File: config.mk
export PLATFORM = sky130hd
export DESIGN_NAME = pipelined_addsub
export DESIGN_NICKNAME = d
export VERILOG_FILES = /design/src/rtl/pipelined_addsub.sv
export SDC_FILE = /design/constraint.sdc
export NUM_CORES = 1
export LEC_CHECK = 0
export ABC_CLOCK_PERIOD_IN_PS = 9770
export CORE_AREA = 2 2 129 131
export CTS_BUF_LIST = sky130_fd_sc_hd__clkbuf_4 sky130_fd_sc_hd__clkbuf_8
export DETAILED_ROUTE_END_ITERATION = 6
export DIE_AREA = 0 0 131 133
export PLACE_DENSITY_LB_ADDON = 0.05
export SLEW_MARGIN = 40
export SYNTH_ARGS = -nofsm -noshare
export SYNTH_HDL_FRONTEND = slang
export SYNTH_SLANG_ARGS = --single-unit
File: constraint.sdc
create_clock -name clk -period 9.77 [get_ports clk]
set_input_delay 1.954 -clock clk [delete_from_list [all_inputs] [get_ports clk]]
set_output_delay 1.954 -clock clk [all_outputs]
set_load 0.01 [all_outputs]
File: src/rtl/pipelined_addsub.sv
// Pipelined WIDTH-bit add/subtract, split into STAGES ripple segments of SEG bits.
// Latency: a beat accepted at edge N is on the outputs after edge N+STAGES-1.
// Backpressure: global stall. in_ready = out_ready | ~out_valid, and all stages hold together.
//
// Ports:
//   clk, rst                      rising-edge clock, synchronous active-high reset
//   in_valid/in_ready             input handshake
//   in_a, in_b, in_cin, in_sub    operands. sub=0: A+B+cin. sub=1: A-B-borrow(cin)
//   in_tag                        user tag, carried unchanged with the beat
//   out_valid/out_ready           output handshake
//   out_sum, out_cout, out_ovf    result, carry out of MSB (sub: 1 = no borrow), signed overflow
//   out_tag                       tag of the presented result
module pipelined_addsub #(
  parameter int WIDTH  = 32,
  parameter int STAGES = 4,
  parameter int TAG_W  = 4
) (
  input  logic             clk,
  input  logic             rst,
  input  logic             in_valid,
  output logic             in_ready,
  input  logic [WIDTH-1:0] in_a,
  input  logic [WIDTH-1:0] in_b,
  input  logic             in_cin,
  input  logic             in_sub,
  input  logic [TAG_W-1:0] in_tag,
  output logic             out_valid,
  input  logic             out_ready,
  output logic [WIDTH-1:0] out_sum,
  output logic             out_cout,
  output logic             out_ovf,
  output logic [TAG_W-1:0] out_tag
);

  localparam int SEG  = WIDTH / STAGES;
  localparam int LAST = STAGES - 1;

  // Per-stage registers. r_sum[k] holds valid result bits [SEG*(k+1)-1:0].
  // r_a/r_b carry the operands forward so later stages can take their upper segments.
  logic             r_vld [STAGES];
  logic [WIDTH-1:0] r_sum [STAGES];
  logic             r_c   [STAGES];
  logic [WIDTH-1:0] r_a   [STAGES];
  logic [WIDTH-1:0] r_b   [STAGES];
  logic [TAG_W-1:0] r_tag [STAGES];
  logic             r_cmsb;           // carry into the MSB, captured by the last stage

  // Stage inputs: stage 0 reads the conditioned operands, stage k reads stage k-1.
  logic             w_src_vld [STAGES];
  logic [WIDTH-1:0] w_src_sum [STAGES];
  logic             w_src_c   [STAGES];
  logic [WIDTH-1:0] w_src_a   [STAGES];
  logic [WIDTH-1:0] w_src_b   [STAGES];
  logic [TAG_W-1:0] w_src_tag [STAGES];

  logic [SEG:0]     w_seg     [STAGES];  // {segment carry out, segment sum}
  logic [WIDTH-1:0] w_nxt_sum [STAGES];
  logic [WIDTH-1:0] w_b_eff;
  logic             w_c_eff;
  logic             w_cmsb;
  logic             w_advance;

  // Subtraction is A + ~B + ~borrow, so the adder itself never changes.
  always_comb begin
    w_b_eff = in_sub ? ~in_b : in_b;
    w_c_eff = in_sub ? ~in_cin : in_cin;

    w_src_vld[0] = in_valid;
    w_src_sum[0] = '0;
    w_src_c[0]   = w_c_eff;
    w_src_a[0]   = in_a;
    w_src_b[0]   = w_b_eff;
    w_src_tag[0] = in_tag;
    for (int k = 1; k < STAGES; k++) begin
      w_src_vld[k] = r_vld[k-1];
      w_src_sum[k] = r_sum[k-1];
      w_src_c[k]   = r_c[k-1];
      w_src_a[k]   = r_a[k-1];
      w_src_b[k]   = r_b[k-1];
      w_src_tag[k] = r_tag[k-1];
    end
  end

  always_comb begin
    for (int k = 0; k < STAGES; k++) begin
      w_seg[k] = {1'b0, w_src_a[k][SEG*k +: SEG]}
               + {1'b0, w_src_b[k][SEG*k +: SEG]}
               + {{SEG{1'b0}}, w_src_c[k]};
      w_nxt_sum[k] = w_src_sum[k];
      w_nxt_sum[k][SEG*k +: SEG] = w_seg[k][SEG-1:0];
    end
    // Carry into the MSB recovered from the MSB sum bit: s = a ^ b ^ cin.
    w_cmsb = w_src_a[LAST][WIDTH-1] ^ w_src_b[LAST][WIDTH-1] ^ w_seg[LAST][SEG-1];
  end

  assign w_advance = out_ready | ~r_vld[LAST];

  always_ff @(posedge clk) begin
    if (rst) begin
      for (int k = 0; k < STAGES; k++) begin
        r_vld[k] <= 1'b0;
        r_sum[k] <= '0;
        r_c[k]   <= 1'b0;
        r_a[k]   <= '0;
        r_b[k]   <= '0;
        r_tag[k] <= '0;
      end
      r_cmsb <= 1'b0;
    end else if (w_advance) begin
      // Whole pipe shifts as one; a bubble enters stage 0 when in_valid=0.
      for (int k = 0; k < STAGES; k++) begin
        r_vld[k] <= w_src_vld[k];
        r_sum[k] <= w_nxt_sum[k];
        r_c[k]   <= w_seg[k][SEG];
        r_a[k]   <= w_src_a[k];
        r_b[k]   <= w_src_b[k];
        r_tag[k] <= w_src_tag[k];
      end
      r_cmsb <= w_cmsb;
    end
  end

  assign in_ready  = w_advance;
  assign out_valid = r_vld[LAST];
  assign out_sum   = r_sum[LAST];
  assign out_cout  = r_c[LAST];
  assign out_ovf   = r_cmsb ^ r_c[LAST];
  assign out_tag   = r_tag[LAST];

endmodule

Word-level counts from Yosys, hierarchy flattened
Memory sizes are Yosys's and may differ from the RTL's.
Cells that the tools add are included.

word-level totals
  bits of input ports = 74
  bits in writable memories = 408
  register bits = 1
  memories kept = 6
  output and inout port bits = 40

memories
  memory  depth  width  read ports  clocked after memory_dff  write ports  line  text
  r_a     4      32     3           0                         4            43    logic [WIDTH-1:0] r_a [STAGES];
  r_b     4      32     3           0                         4            44    logic [WIDTH-1:0] r_b [STAGES];
  r_sum   4      32     4           0                         4            41    logic [WIDTH-1:0] r_sum [STAGES];
  r_tag   4      4      4           0                         4            45    logic [TAG_W-1:0] r_tag [STAGES];
  r_c     4      1      4           0                         4            42    logic r_c [STAGES];
  r_vld   4      1      4           0                         4            40    logic r_vld [STAGES];

operators by class
  muxes and demuxes = 31
  $add $sub $neg = 8
  bitwise logic cells = 31

operators with widths
  operator       count
  $mux W32       13
  $add A8 B8 Y9  4
  $add A9 B1 Y9  4
  $not A32 Y32   1
  $or A1 B1 Y1   25
  $mux W4        4
  $mux W1        14
  $xor A1 B1 Y1  3
  $not A1 Y1     2

Longest topological paths before layout
Gate-level depths: netlist (run 1).
An unclocked memory read counts as a cell.

  depth in word-level cells = 7
  mapped depth = 10
  depth with buffers taken out = 8

Least setup slack after synthesis (run 1)
OpenSTA, ideal clock, no wires.

  path type = input to register
  from = in rst
  to = mem r_a[0][10] (enable)
  setup slack = 2.421 ns
  arrival time = 6.753 ns
  path buffers = 0
  stages on the path = 1
  data required time = 9.173 ns
  library setup time = 0.597 ns
  cell sequence = nand2b_1

RTL lines
  what                line  text
  start: declaration  19    input logic rst,
  end: declaration    43

Final worst setup path (run 1)
  from = in out_ready
  to = out in_ready

between the ends
  longest elaborated chain between the ends = 1

RTL lines
  what                line  text
  start: declaration  28    input logic out_ready,
  $or A1 B1 Y1        96    assign w_advance = out_ready | ~r_vld[LAST];
  end: declaration    21    output logic in_ready,

Every way passes these cells.

==> results of run 1 <==
## per-layer routing
layer	up-vias	wire length, µm
met5	-	0
met4	0	385
met3	36	794
met2	146	6869
met1	2378	6125
li1	2487	-
## cell families (layout without fill, tap and decap cells)
| group | count (synthesis) | count (layout) | share of synthesized area [%] |
|---|---|---|---|
| flip-flops | 201 | 201 | 67.64 |
| adder cells (fa/ha/maj) | 36 | 36 | 5.730 |
| AO/OA/AOI/OAI | 62 | 62 | 4.916 |
| multiplexers | 4 | 4 | 0.4495 |
| buffers and inverters | 45 | 200 | 2.065 |
| XOR/XNOR | 40 | 40 | 3.933 |
| AND/OR/NAND/NOR | 239 | 239 | 15.27 |
## placed cells by master, fill, tap and decap left out, drive strengths merged, types with 10 or more instances in the layout
master / synthesis / routed
clkdlybuf4s50: 0 / 112
a211oi: 10 / 10
xnor2: 30 / 30
o31a: 12 / 12
ha: 28 / 28
inv: 19 / 19
xor2: 10 / 10
a21oi: 10 / 10
clkbuf: 14 / 49
nor2: 58 / 58
edfxtp: 200 / 200
o21ai: 10 / 10
clkinv: 0 / 13
and2: 144 / 144
## final cells by class
class                   instances  area, µm²  area share (%)
well taps                     220      275.3           2.512
repair buffers                119       1215           11.09
clock buffers                  49      599.3           5.469
clock inverters                13      51.30          0.4681
multi-input cells             381       2721           24.83
inverters                      19      71.32          0.6508
flip-flops and latches        201       6026           54.98
## report_power, final
| part | internal [mW] | total (mW) | switching (mW) |
|---|---|---|---|
| sequential | 1.02 | 1.03 | 0.0161 |
| combinational | 0.103 | 0.189 | 0.0856 |
| clock | 0.394 | 0.706 | 0.313 |
| total | 1.51 | 1.93 | 0.414 |
## final timing paths
check / startpoint / end / slack (ns)
setup / recovery: out_ready / in_ready / 4.45
hold / removal: r_a[0][58]$_SDFFCE_PN0P_ / r_a[0][90]$_SDFFCE_PN0P_ / 0.51
setup reg to reg: r_c[2]$_SDFFCE_PN0P_ / r_sum[3][30]$_SDFFCE_PN0P_ / 7.45
hold reg to reg: r_a[0][58]$_SDFFCE_PN0P_ / r_a[0][90]$_SDFFCE_PN0P_ / 0.51
## flip-flops by register name, summed over array words and instances (netlist names)
name,count
r_a,48
r_sum,80
r_c,4
r_vld,4
r_b,48
r_tag,16
r_cmsb,1
## metrics by stage
step	cell area (µm²)	util [%]	setup WS, ns
6_report	10960	67.77	4.452
3_3_place_gp	10240	63.35	4.454
4_1_cts	10960	67.77	4.441
5_1_grt	10960	67.77	4.395
3_5_place_dp	10310	63.74	4.441
2_1_floorplan	8909	-	2.421
==> flow_summary.ini, run 1 <==
[power_and_ir_drop]
power_mw = 1.927
pwr_density_cell_nw_per_um2 = 175.8
ir_drop_mv = 0.1079
power_leakage_nw = 4.417

[synth]
syn-num-nets = 737
ys_seq_elements = 201
ys.flop_type = edfxtp_1
syn_area_um2 = 8909
yosysSeqAreaShare_pct = 67.64
yosysTopAreaCell = edfxtp_1
synth_cell_type_count = 30
synthTopCellsByArea = edfxtp_1 (67%), and2_1 (10%), ha_1 (3.9%)
synth-edff-count = 200
syn_inst = 627
syn-mean-instance-area_um2 = 14.21
netlist.area_leader.share_pct = 67.42
yosysMostFrequentCell = edfxtp_1
synthArstFlopShare_pct = 0
yosysWarnings = 0
synthTopCellsByCount = edfxtp_1 (200), and2_1 (144), nor2_1 (58)

[sta]
finalSetupViolCount = 0
hold_viol = 0
fin_crit_sh_pct = 54.44
maxSlewHeadroom_pct = 49.04
drv_slew = 0
rsz0062_at_grt = no
fin_crit_ns = 5.318
setup_tns_ns = 0
max_freq_mhz = 188.0
worstMarginPinSlew_ns = 0.7644
whs_ns = 0.5061
finClkSkew_ns = 0.02104

[drt]
wl_per_cell_um = 14.15
drt_wl_total_um = 14180
dr.pass1.iters = 7
drt_iter0_drc = 288
vias_per_cell = 5.037
antenna_left = 0
num_vias = 5047
drc = 0

[setup_path]
slowest_delay_ns = 0.52
slowest_stage = clkdlybuf4s50_1
worstPathRequired_ns = 7.82
cpMostUsedCell = clkdlybuf4s50_1
path_cells = clkdlybuf4s50_1 -> nor2b_4 -> inv_1 -> clkdlybuf4s50_1
cpLargestDelayFamily = buffers and inverters
cp_num_buf_inv = 3
cp-start-kind = input port
ff2ff_path_depth = 7
worstSetupPathType = input port to primary output
worstPathArrival_ns = 3.36
cp.depth = 4
cp_max_fo = 8
critPathCaptureType = primary output

[grt]
use_met2_pct = 27.20
grt_pass1_vias = 4939
met1_usage_pct = 21.17
grt_pass1_wl_um = 22870
gr-max-usage-layer = met2
grt_start_max_net_pins = 85
antenna_found_initial = 0
use_met3_pct = 4.610
grt_usage_pct = 16.69
grt_overflow = 0

[finish]
layout.nets = 867
fin_cells = 1002
drive_gt1_share_pct = 8.824
num_antenna_cells = 0
area_growth_pct = 23.02
fill_cells = 1136

[outcome]
outcome = finished, final reports clean

[clock_tree]
cts_tree = built
h-tree-depth = 2
clock-sinks = 201
ctsResizeCount = 0
cts-root-buf = clkbuf_8
clk_latency_ns = 0.50
hold_buffers = 0
cts_buffers = 35
clkTransAtPathRegs_ns = 0.06
post_cts_buffers = 0
clockBufferDepth = 3

[floorplanning]
core_area_um2 = 16170
die_x_um = 131
start_util_pct = 55.09
dieArea_um2 = 17420
ioPinCount = 114
die_h_um = 133
num_rows = 47

[placed_design]
gp_congestion = 0.8204
dp.cells = 940
port_buffers = 113
dp_hpwl_um = 8964

[worst_hold_path]
whs_path_depth = 1
hold_class = flip-flop to flip-flop

[job]
drv_cap = 0
Note: power is estimated with default switching activity, not from simulation.
==> run 2: changes to the inputs <==
--- a/config.mk
+++ b/config.mk
@@ -5,11 +5,11 @@
 export SDC_FILE = /design/constraint.sdc
 export NUM_CORES = 1
 export LEC_CHECK = 0
-export ABC_CLOCK_PERIOD_IN_PS = 9770
-export CORE_AREA = 2 2 129 131
+export ABC_CLOCK_PERIOD_IN_PS = 4500
+export CORE_AREA = 2 2 134 136
 export CTS_BUF_LIST = sky130_fd_sc_hd__clkbuf_4 sky130_fd_sc_hd__clkbuf_8
 export DETAILED_ROUTE_END_ITERATION = 6
-export DIE_AREA = 0 0 131 133
+export DIE_AREA = 0 0 136 138
 export PLACE_DENSITY_LB_ADDON = 0.05
 export SLEW_MARGIN = 40
 export SYNTH_ARGS = -nofsm -noshare
==> constraint.sdc (replaced) <==
create_clock -name clk -period 4.5 [get_ports clk]
set_input_delay 0.9 -clock clk [delete_from_list [all_inputs] [get_ports clk]]
set_output_delay 0.9 -clock clk [all_outputs]
set_load 0.01 [all_outputs]
==> run 2 against run 1 <==
- wire length rose by 6.0%
- critical path depth did not move
- die area rose by 7.7%
- non-clock buffer count rose by 1
- critical path type unchanged
- largest cell class unchanged
- largest power group unchanged
==> flow_summary.ini, run 2 (same netlist as run 1, synthesis figures left out) <==
[clock_tree]
post_cts_buffers = 0
h-tree-depth = 2
cts_buffers = 34
clk_latency_ns = 0.50
cts-root-buf = clkbuf_8
clock-sinks = 201
ctsResizeCount = 0
clockBufferDepth = 3
clkTransAtPathRegs_ns = 0.06
hold_buffers = 0
cts_tree = built

[placed_design]
gp_congestion = 0.8001
port_buffers = 113
dp_hpwl_um = 9514
pre_cts_ws_ns = 1.129

[grt]
grt_start_max_net_pins = 149
grt_usage_pct = 16.58
grt_overflow = 0
grt_pass1_vias = 5122
antenna_found_initial = 0
grt_pass1_wl_um = 24450

[finish]
fin_util_pct = 62.74
layout.nets = 867
num_antenna_cells = 0
reg_top3 = r_sum x80, r_a x48, r_b x48
largest-register = r_sum
fill_cells = 1366
area_growth_pct = 23.48
largest_register_ffs = 80
layout_commonest_cell = edfxtp_1
final_cell_mix = edfxtp_1 (200), and2_1 (144), clkdlybuf4s50_1 (112)
drive_gt1_share_pct = 9.591

[setup_path]
worstReg2RegStart = r_c[1]$_SDFFCE_PN0P_
worstPathArrival_ns = 2.36
worstPathRequired_ns = 3.60
cp-start-kind = input port
cp_max_fo = 8
critPathCaptureType = primary output
worstSetupPathType = input port to primary output
regToRegSetupSlack_ns = 2.18
crit_path_start = out_ready
ff2ff_path_depth = 7

[drt]
num_vias = 5018
wl_per_cell_um = 14.86
drt_wl_total_um = 15030
antenna_left = 0
drt_iter0_drc = 341
vias_per_cell = 4.963
drc = 0
dr.pass1.iters = 4

[floorplanning]
start_util_pct = 50.81
ioPinCount = 114
die_x_um = 136
die_h_um = 138
num_rows = 49
core_area_um2 = 17530
dieArea_um2 = 18770

[sta]
fin_crit_sh_pct = 72.45
finClkSkew_ns = 0.01651
fin_crit_ns = 3.260
max_freq_mhz = 306.7
maxSlewHeadroom_pct = 48.95
rsz0062_at_grt = no
finalSetupViolCount = 0
setup_tns_ns = 0
worstMarginPinSlew_ns = 0.7658
hold_viol = 0
drv_slew = 0
worst_slack_ns = 1.240

[power_and_ir_drop]
power_leakage_nw = 4.440
ir_drop_mv = 0.2138
pwr_density_cell_nw_per_um2 = 388.5

[worst_hold_path]
whs_path_depth = 1
holdCritStartpoint = r_sum[2][10]$_SDFFCE_PN0P_
hold_class = flip-flop to flip-flop

[outcome]
outcome = finished, final reports clean

[job]
drv_cap = 0
run 2: cell types whose count changed in the layout (fill, tap and decap cells not counted), sizes merged:
| cell | previous run | this run |
|---|---|---|
| clkinv | 13 | 8 |
| clkbuf | 49 | 52 |
| buf | 7 | 8 |
| bufinv | 0 | 1 |
run 2: worst paths after layout:
kind,to
worst max-delay path,in_ready
worst min-delay path,r_sum[3][10]$_SDFFCE_PN0P_
worst max register to register,r_c[2]$_SDFFCE_PN0P_
worst min register to register,r_sum[3][10]$_SDFFCE_PN0P_
run 2: worst max-delay path, cell delays in order:
cell	delay (ns)
clkdlybuf4s50_1	0.44
nor2b_4	0.34
inv_1	0.16
clkdlybuf4s50_1	0.51
run 2: where the power goes:
part           internal (mW)  total (mW)  switching, mW
clock                  0.946        1.62          0.677
combinational          0.223       0.414          0.190
sequential              2.20        2.24         0.0337
run 2: stage by stage:
| step | cell area, µm² | hold slack (ns) | cells | power, mW |
|---|---|---|---|---|
| 2_1_floorplan | 8911 | 0.4860 | 627 | 2.518 |
| 3_3_place_gp | 10300 | 0.4981 | 950 | 2.676 |
| 3_5_place_dp | 10310 | 0.5032 | 950 | 2.694 |
| 4_1_cts | 11000 | 0.5103 | 1011 | 4.330 |
| 5_1_grt | 11000 | 0.5228 | 1011 | 4.456 |
| 6_report | 11000 | 0.5088 | 1011 | 4.274 |
run 2: layer usage:
metal | track usage (%) | routed length (µm)
met5 | 0 | 0
met4 | 6.908 | 447
met2 | 27.96 | 7468
met3 | 4.070 | 747
met1 | 20.35 | 6362
run 2: cell type report:
class	instances	area, µm²	share of cell area, %
flip-flops and latches	201	6026	54.78
multi-input cells	381	2721	24.74
repair buffers	120	1204	10.94
clock buffers	52	628.1	5.710
well taps	229	286.5	2.605
inverters	19	71.32	0.6483
clock inverters	9	63.81	0.5801
==> run 3: changes to the inputs <==
--- a/config.mk
+++ b/config.mk
@@ -5,7 +5,7 @@
 export SDC_FILE = /design/constraint.sdc
 export NUM_CORES = 1
 export LEC_CHECK = 0
-export ABC_CLOCK_PERIOD_IN_PS = 4500
+export ABC_CLOCK_PERIOD_IN_PS = 2750
 export CORE_AREA = 2 2 134 136
 export CTS_BUF_LIST = sky130_fd_sc_hd__clkbuf_4 sky130_fd_sc_hd__clkbuf_8
 export DETAILED_ROUTE_END_ITERATION = 6
==> constraint.sdc (replaced) <==
create_clock -name clk -period 2.75 [get_ports clk]
set_input_delay 0.55 -clock clk [delete_from_list [all_inputs] [get_ports clk]]
set_output_delay 0.55 -clock clk [all_outputs]
set_load 0.01 [all_outputs]
==> run 3 against run 2 <==
- non-clock buffer count increased by 6
- total power grew 59%
- clock-buffer cell count fell by 7
- hold slack got worse by 0.012 ns
- largest power group unchanged
- highest routed layer unchanged
==> flow_summary.ini, run 3 (same netlist as run 1, synthesis figures left out) <==
[outcome]
outcome = finished, final reports clean

[sta]
rsz0062_at_grt = no
finClkSkew_ns = 0.01977
max_freq_mhz = 406.5
worstMarginPinSlew_ns = 0.4725
whs_ns = 0.4972
fin_crit_sh_pct = 89.45
finalSetupViolCount = 0
drv_slew = 0
fin_crit_ns = 2.460
hold_viol = 0
maxSlewHeadroom_pct = 68.50

[clock_tree]
cts_tree = built
post_cts_buffers = 0
hold_buffers = 0
cts_buffers = 34
ctsResizeCount = 0
cts-root-buf = clkbuf_8
clk_latency_ns = 0.51
h-tree-depth = 2
clockBufferDepth = 3
clkTransAtPathRegs_ns = 0.06
clock-sinks = 201

[drt]
wl_met1_um = 6162
wl_met3_um = 647
antenna_left = 0
vias_per_cell = 4.945
drt_iter0_drc = 320
num_vias = 5024
drt_wl_total_um = 14940
wl_per_cell_um = 14.70
wl_met2_um = 7754
top_layer_used = met4
drc = 0
dr.pass1.iters = 5

[setup_path]
cp-start-kind = input port
slowest_delay_ns = 0.44
cp_max_fo = 2
critPathCaptureType = flip-flop
worstPathRequired_ns = 2.99
worstSetupPathType = input port to flip-flop
path_cells = clkdlybuf4s50_1 -> xor2_1 -> fa_1 -> inv_1 -> fa_2 -> nor2b_4 -> o31a_1 -> o31a_1 -> o31a_1
slowest_stage = fa_1
worstPathArrival_ns = 2.70
cpMostUsedCell = o31a_1

[finish]
fin_area_um2 = 11040
largest-register = r_sum
reg_top3 = r_sum x80, r_a x48, r_b x48
largest_register_ffs = 80
layout.nets = 873
final_cell_mix = edfxtp_1 (200), and2_1 (144), clkdlybuf4s50_1 (112)
drive_gt1_share_pct = 9.657
fin_util_pct = 62.94
fin_cells = 1016
layout_commonest_cell = edfxtp_1
area_growth_pct = 23.88
num_antenna_cells = 0
fill_cells = 1383

[worst_hold_path]
hold_class = flip-flop to flip-flop

[job]
drv_cap = 0

[grt]
grt_overflow = 0
grt_usage_pct = 16.53
grt_pass1_vias = 5117
grt_start_max_net_pins = 149
antenna_found_initial = 0
grt_pass1_wl_um = 24580

[floorplanning]
ioPinCount = 114
start_util_pct = 50.81
core_area_um2 = 17530
dieArea_um2 = 18770
num_rows = 49
die_x_um = 136
die_h_um = 138

[power_and_ir_drop]
power_leakage_nw = 4.444
ir_drop_mv = 0.2964
pwr_density_cell_nw_per_um2 = 614.7

[placed_design]
port_buffers = 113
dp.cells = 956
gp_congestion = 0.8417
dp_hpwl_um = 9654
dpl_cell_area_um2 = 10410
==> run 3: cell types whose count changed in the layout (fill, tap and decap cells not counted), moves of 2 or more <==
cell / change
clkbuf_4: -3
clkinvlp_4: +2
clkinv_1: +5
clkbuf_8: -4
buf_12: +5
==> run 3: path summary, 6_finish.rpt <==
path / start / endpoint / slack [ns] / cells past startpoint
setup / recovery: in_b[0] / r_c[0]$_SDFFCE_PN0P_ / 0.29 / 9
hold / removal: r_sum[2][8]$_SDFFCE_PN0P_ / r_sum[3][8]$_SDFFCE_PN0P_ / 0.50 / 1
setup reg to reg: r_c[2]$_SDFFCE_PN0P_ / r_c[3]$_DFFE_PP_ / 0.43 / 7
hold reg to reg: r_sum[2][8]$_SDFFCE_PN0P_ / r_sum[3][8]$_SDFFCE_PN0P_ / 0.50 / 1
==> run 3: cell type report <==
| type | count | area, µm² | share of cell area, % |
|---|---|---|---|
| inverter | 19 | 71.32 | 0.6463 |
| clock inverter | 15 | 71.32 | 0.6463 |
| timing repair buffer | 126 | 1311 | 11.88 |
| tap | 229 | 286.5 | 2.596 |
| sequential | 201 | 6026 | 54.60 |
| multi-input combinational | 381 | 2719 | 24.64 |
| clock buffer | 45 | 550.5 | 4.989 |
==> run 3: per-stage QoR <==
step	total power, mW	setup slack [ns]	TNS (ns)
2_1_floorplan	4.121	0.02906	0
3_3_place_gp	4.384	-0.1225	-0.1247
3_5_place_dp	4.417	-0.1984	-0.3701
4_1_cts	6.866	0.3199	0
5_1_grt	7.093	0.2318	0
6_report	6.784	0.2901	0
==> run 3: metal layers <==
metal  track usage, %  vias up
li1                 -     2494
met1            19.87     2377
met2            28.72      121
met3            4.034       32
met4            6.086        0
met5                0        -
==> run 3: power breakdown <==
group	internal, mW	switching [mW]	leakage [nW]
clock network	1.31	1.13	0.323
logic	0.375	0.307	1.74
registers	3.61	0.0547	2.38
==> run 3: critical path: cells and delay by family <==
family	cells	cell delay, ns
buf+inv	2	0.50
xor+xnor	1	0.17
compound gates	3	0.76
fa+ha+maj	2	0.67
simple gates	1	0.05
